<file path="src/rtl/cva6_clic_irq_stage.sv">
// rtl/cva6_clic_irq_stage.sv - CLIC interrupt holding/eligibility stage in front of the CVA6 controller
// Optional accepted-interrupt counter: define CVA6_CLIC_IRQ_TAKEN_CNT_EN.
module cva6_clic_irq_stage #(
    parameter int unsigned NumSrc     = 256,
    parameter int unsigned IdWidth    = $clog2(NumSrc),
    parameter int unsigned LevelWidth = 8
) (
    input  logic                  clk_i,
    input  logic                  rst_i,
    input  logic                  irq_valid_i,
    input  logic [IdWidth-1:0]    irq_id_i,
    input  logic [LevelWidth-1:0] irq_level_i,
    input  logic [1:0]            irq_priv_i,
    input  logic                  irq_shv_i,
    output logic                  irq_ready_o,
    input  logic                  kill_req_i,
    output logic                  kill_ack_o,
    input  logic                  irq_en_i,
    input  logic [1:0]            priv_lvl_i,
    input  logic [LevelWidth-1:0] mil_i,
    input  logic [LevelWidth-1:0] mintthresh_i,
    output logic                  core_irq_valid_o,
    output logic [IdWidth-1:0]    core_irq_id_o,
    output logic [LevelWidth-1:0] core_irq_level_o,
    output logic [1:0]            core_irq_priv_o,
    output logic                  core_irq_shv_o,
    input  logic                  core_irq_ready_i,
    output logic [31:0]           taken_cnt_o
);

    typedef enum logic [1:0] {
        ST_IDLE = 2'd0,
        ST_HOLD = 2'd1,
        ST_KILL = 2'd2
    } state_e;

    state_e                r_state;
    logic                  r_valid;
    logic [IdWidth-1:0]    r_id;
    logic [LevelWidth-1:0] r_level;
    logic [1:0]            r_priv;
    logic                  r_shv;

    logic [LevelWidth-1:0] w_ceiling;
    logic                  w_elig_new;
    logic                  w_elig_held;
    logic                  w_accept;

    // An interrupt at the current privilege must beat both the active level and the threshold.
    assign w_ceiling   = (mil_i > mintthresh_i) ? mil_i : mintthresh_i;
    assign w_elig_new  = irq_en_i && ((irq_priv_i > priv_lvl_i) ||
                         ((irq_priv_i == priv_lvl_i) && (irq_level_i > w_ceiling)));
    assign w_elig_held = irq_en_i && ((r_priv > priv_lvl_i) ||
                         ((r_priv == priv_lvl_i) && (r_level > w_ceiling)));

    // Handshake outputs are suppressed during reset so a reset never looks like a completion.
    assign w_accept    = !rst_i && (r_state == ST_HOLD) && r_valid && core_irq_ready_i;
    assign irq_ready_o = w_accept;
    assign kill_ack_o  = !rst_i && (((r_state == ST_IDLE) && kill_req_i) ||
                                    (w_accept && kill_req_i) ||
                                    (r_state == ST_KILL));

    assign core_irq_valid_o = r_valid;
    assign core_irq_id_o    = r_id;
    assign core_irq_level_o = r_level;
    assign core_irq_priv_o  = r_priv;
    assign core_irq_shv_o   = r_shv;

    always_ff @(posedge clk_i) begin
        if (rst_i) begin
            r_state <= ST_IDLE;
            r_valid <= 1'b0;
            r_id    <= '0;
            r_level <= '0;
            r_priv  <= '0;
            r_shv   <= 1'b0;
        end else begin
            case (r_state)
                ST_IDLE: begin
                    if (irq_valid_i && !kill_req_i) begin
                        r_id    <= irq_id_i;
                        r_level <= irq_level_i;
                        r_priv  <= irq_priv_i;
                        r_shv   <= irq_shv_i;
                        r_valid <= w_elig_new;
                        r_state <= ST_HOLD;
                    end
                end
                ST_HOLD: begin
                    if (w_accept) begin
                        r_valid <= 1'b0;
                        r_state <= ST_IDLE;
                    end else if (kill_req_i) begin
                        r_valid <= 1'b0;
                        r_state <= ST_KILL;
                    end else begin
                        r_valid <= w_elig_held;
                    end
                end
                ST_KILL: begin
                    r_state <= ST_IDLE;
                end
                default: begin
                    r_valid <= 1'b0;
                    r_state <= ST_IDLE;
                end
            endcase
        end
    end

`ifdef CVA6_CLIC_IRQ_TAKEN_CNT_EN
    logic [31:0] r_taken_cnt;

    always_ff @(posedge clk_i) begin
        if (rst_i) begin
            r_taken_cnt <= '0;
        end else if (w_accept) begin
            r_taken_cnt <= r_taken_cnt + 32'd1;
        end
    end

    assign taken_cnt_o = r_taken_cnt;
`else
    assign taken_cnt_o = '0;
`endif

endmodule

</file>
<file path="config.mk">
export PLATFORM = sky130hd
export DESIGN_NAME = cva6_clic_irq_stage
export DESIGN_NICKNAME = d
export VERILOG_FILES = /design/src/rtl/cva6_clic_irq_stage.sv
export SDC_FILE = /design/constraint.sdc
export NUM_CORES = 1
export LEC_CHECK = 0
export BUFFER_PORTS_ARGS = -buffer_cell sky130_fd_sc_hd__buf_2
export CAP_MARGIN = 0
export CELL_PAD_IN_SITES_DETAIL_PLACEMENT = 0
export CELL_PAD_IN_SITES_GLOBAL_PLACEMENT = 1
export CORE_MARGIN = 3
export CORE_UTILIZATION = 31
export CTS_CLUSTER_SIZE = 12
export DETAILED_ROUTE_END_ITERATION = 10
export HOLD_SLACK_MARGIN = 0.1
export PLACE_DENSITY = 0.8
export SLEW_MARGIN = 20
export SYNTH_ARGS = -nofsm -noshare
export SYNTH_HDL_FRONTEND = slang
export SYNTH_SLANG_ARGS = --single-unit
</file>
<file path="constraint.sdc">
create_clock -name clk_i -period 3.85 [get_ports clk_i]
set_clock_uncertainty 0.1 [all_clocks]
set_input_delay 0.1925 -clock clk_i [delete_from_list [all_inputs] [get_ports clk_i]]
set_output_delay 0.1925 -clock clk_i [all_outputs]
set_load 0.03 [all_outputs]
</file>
==> metrics.txt <==
row count 27; biggest cell delay along the critical path 0.37 ns; final critical-path share of the clock period 77.28%; number of synthesized flops with an enable pin 0; Max-Slew Margin vs Limit 47.62%; vias in the first global route 1633; met3 wire length 247 um; final instance area 0.002333 sq mm; Largest delay share family, worst path compound AO/OA/AOI/OAI gates; min-delay src irq_level_i[2]; Seq pwr share 38.8%; Synth-to-Final Area Change 26.70%; worst r2r src core_irq_level_o[5]; fill count 586; WL met1 2.099 mm; WHS Endpoint core_irq_level_o[2]; Mapped Area 0.001842 sq mm; asr flop ratio synth 0%; DP Area 0.002102 sq mm; outcome finished, final reports clean; global-route wire length before repair 7.686 mm; post-detail-place hpwl 3.538 mm; core area 0.005642 sq mm; Worst R2R End core_irq_valid_o; prevailing post-synth register cell dfxtp_1; non-filler cells, final 389; layout cells sized above 1 23.03%; DRT iter0 DRCs 80; Clock transition at path regs around 0.080 ns; Least-Margin Pin Slew 0.7858 ns; final WL roughly 4.6 mm; Cell Pwr Density 271.9 mW/mm^2; Initial Utilization 32.65%; # DRC 0; # H-tree levels 1; hold path cells 3; post-synthesis sequential area ratio a little under a quarter; switching part of the total a little under two fifths; Final Max Tran Viols 0; r2r worst-path depth 7; diode count 0; top cells by area, synth dfxtp_1, ha_1, buf_4, nand2_1, a21oi_1; r2r setup slk 1.94 ns; final hold violation count 0; internal power 0.4000 mW; die area 0.006902 sq mm; CP Buf/Inv Count 3; CTS tree built; clock sink count 22; post-synthesis sequential element count 22; Min Clock Period, post-route 2.975 ns; Top Metal Used met4; Hold WS 0.1107 ns; Post-synth top cells nand2_1, buf_4, a21oi_1; Clk pwr share 22.8%; post-layout net count ~390; post-synth top area share a little under a quarter; DP Cell Count 367; DR pass1 iterations 4; Max-Cap Viols 0; Num CTS Buffers 3; die width 83.08 um; synthesized instance count about 240; crit path max fanout 10; largest net degree at the start of global routing 26; port bufs 64; # setup viols final 0; peak supply drop 182.9 uV; detailed-route wire length per cell 11.89 um; DR vias 1751; synth unique cells 41; NetSw 0.2345 mW; min-delay worst type in2reg; Required @ worst endpoint between 3 and 4 ns; WL met2 around 2.3 mm; Static Leak 1.170 nW; syn avg cell area 7.739 sq um; combinational fraction of design power 38.5%; Worst path slowest cell a2111oi_0; Critical Path AT 3.01 ns; RSZ-0062 raised after global routing false; grt total ovfl 0; Clock Path Buffers 2; routability cong. 0.7728; Die Ht 83.08 um; area leader, netlist dfxtp_1; GRT Overall Usage between 10% and 20%; Worst-Skew Late Latency 0.26 ns; Max Fclk 0.3361 GHz; critical path startpoint category input pin; crit path cell chain buf_2, inv_1, ha_1, nor2b_2, o211ai_1, a21oi_1, o31ai_1, buf_4, mux2i_1, ha_1, a21o_1, a21oi_1, nor2b_1, a2111oi_0, o311a_1, o32ai_1; count leader, synth nand2_1; drt via density 4.501; Top-Level Pins 97; Worst Setup End Kind flip-flop; # Post-CTS Setup Buffers 0; setup TNS 0 ns; Synthesis Warnings 0; initial antenna violation count 0; post-route ant nets 0; Setup CP Type in2reg; Root Buffer clkbuf_8
==> state kept, by name, indices dropped and copies added (netlist names) <==
name              count
r_state               2
core_irq_shv_o        1
core_irq_valid_o      1
core_irq_level_o      8
core_irq_id_o         8
core_irq_priv_o       2
==> worst max-delay path by stage <==
stage	start	end	slack, ns	depth (start not counted)
floorplan	mintthresh_i[1]	core_irq_valid_o	0.94	15
finish	mintthresh_i[1]	core_irq_valid_o	0.87	16
global route	mintthresh_i[1]	core_irq_valid_o	0.46	16
detailed placement	mintthresh_i[1]	core_irq_valid_o	0.64	16
CTS	mintthresh_i[1]	core_irq_valid_o	0.89	16
global placement	mintthresh_i[1]	core_irq_valid_o	0.64	16
==> timing repair <==
action	4_1_cts	5_1_grt
resized for setup	0	0
hold endpoints to repair	20	0
hold buffers	19	0
==> routing by layer <==
| metal | GRT usage (%) | vias to the layer above |
|---|---|---|
| met5 | 0 | - |
| met4 | 1.040 | 0 |
| met3 | 3.075 | 2 |
| met2 | 21.72 | 52 |
| met1 | 17.77 | 788 |
| li1 | - | 909 |
==> area by class of cell <==
type	count	area [sq um]	area share, %
Timing Repair Buffer	84	518.0	22.20
Multi-Input combinational cell	194	1191	51.05
Clock buffer	3	41.29	1.769
Sequential cell	22	440.4	18.87
Inverter	14	52.55	2.252
Tap cell	72	90.09	3.861
==> kinds of logic after synthesis <==
| kind of cell | after synthesis | share of synthesized area, % |
|---|---|---|
| simple gates | 79 | 19.91 |
| buf+inv | 53 | 17.73 |
| compound gates | 46 | 14.81 |
| fa+ha+maj | 25 | 16.92 |
| flops | 22 | 23.91 |
| mux | 8 | 4.619 |
| xor+xnor | 4 | 1.902 |
| other cells | 1 | 0.2036 |
==> worst reg2reg max path, cell delays in order (launching register included) <==
cell,delay [ns]
dfxtp_1,0.34
ha_1,0.31
a21o_1,0.16
a21oi_1,0.14
nor2b_1,0.06
a2111oi_0,0.37
o311a_1,0.25
o32ai_1,0.07
==> power by group through the flow <==
stage	logic (mW)	clock network [mW]	registers [mW]
CTS	0.245	0.152	0.246
detailed placement	0.229	0	0.251
floorplan	0.174	0	0.269
global placement	0.227	0	0.251
finish	0.244	0.144	0.246
global route	0.273	0.161	0.248
==> cell usage in the layout, fill, tap and decap left out, types with 2 or more instances in the layout <==
cell type | Yosys | final
o21ai_0 | 5 | 5
nand4_1 | 3 | 3
xnor2_1 | 4 | 4
nand3_1 | 4 | 4
mux2i_1 | 7 | 7
o31ai_1 | 2 | 2
nand2b_1 | 3 | 3
nor2_1 | 5 | 5
nor3_1 | 3 | 3
dfxtp_1 | 22 | 22
nor4_1 | 3 | 3
dlygate4sd3_1 | 0 | 19
nor2b_1 | 4 | 4
nand2_1 | 46 | 46
ha_1 | 24 | 24
clkbuf_8 | 0 | 3
a21oi_1 | 27 | 27
inv_1 | 14 | 14
buf_2 | 0 | 64
and2_1 | 2 | 2
conb_1 | 1 | 32
and4_1 | 2 | 2
==> stage by stage <==
stage          setup WS [ns]  utilization [%]  total power [mW]
3_3_place_gp          0.6407            37.26            0.4782
2_1_floorplan         0.9423                -            0.4433
6_report              0.8749            41.36            0.6345
4_1_cts               0.8860            41.36            0.6431
5_1_grt               0.4615            41.36            0.6818
3_5_place_dp          0.6404            37.26            0.4797
Power figures use the tool's default switching activity.
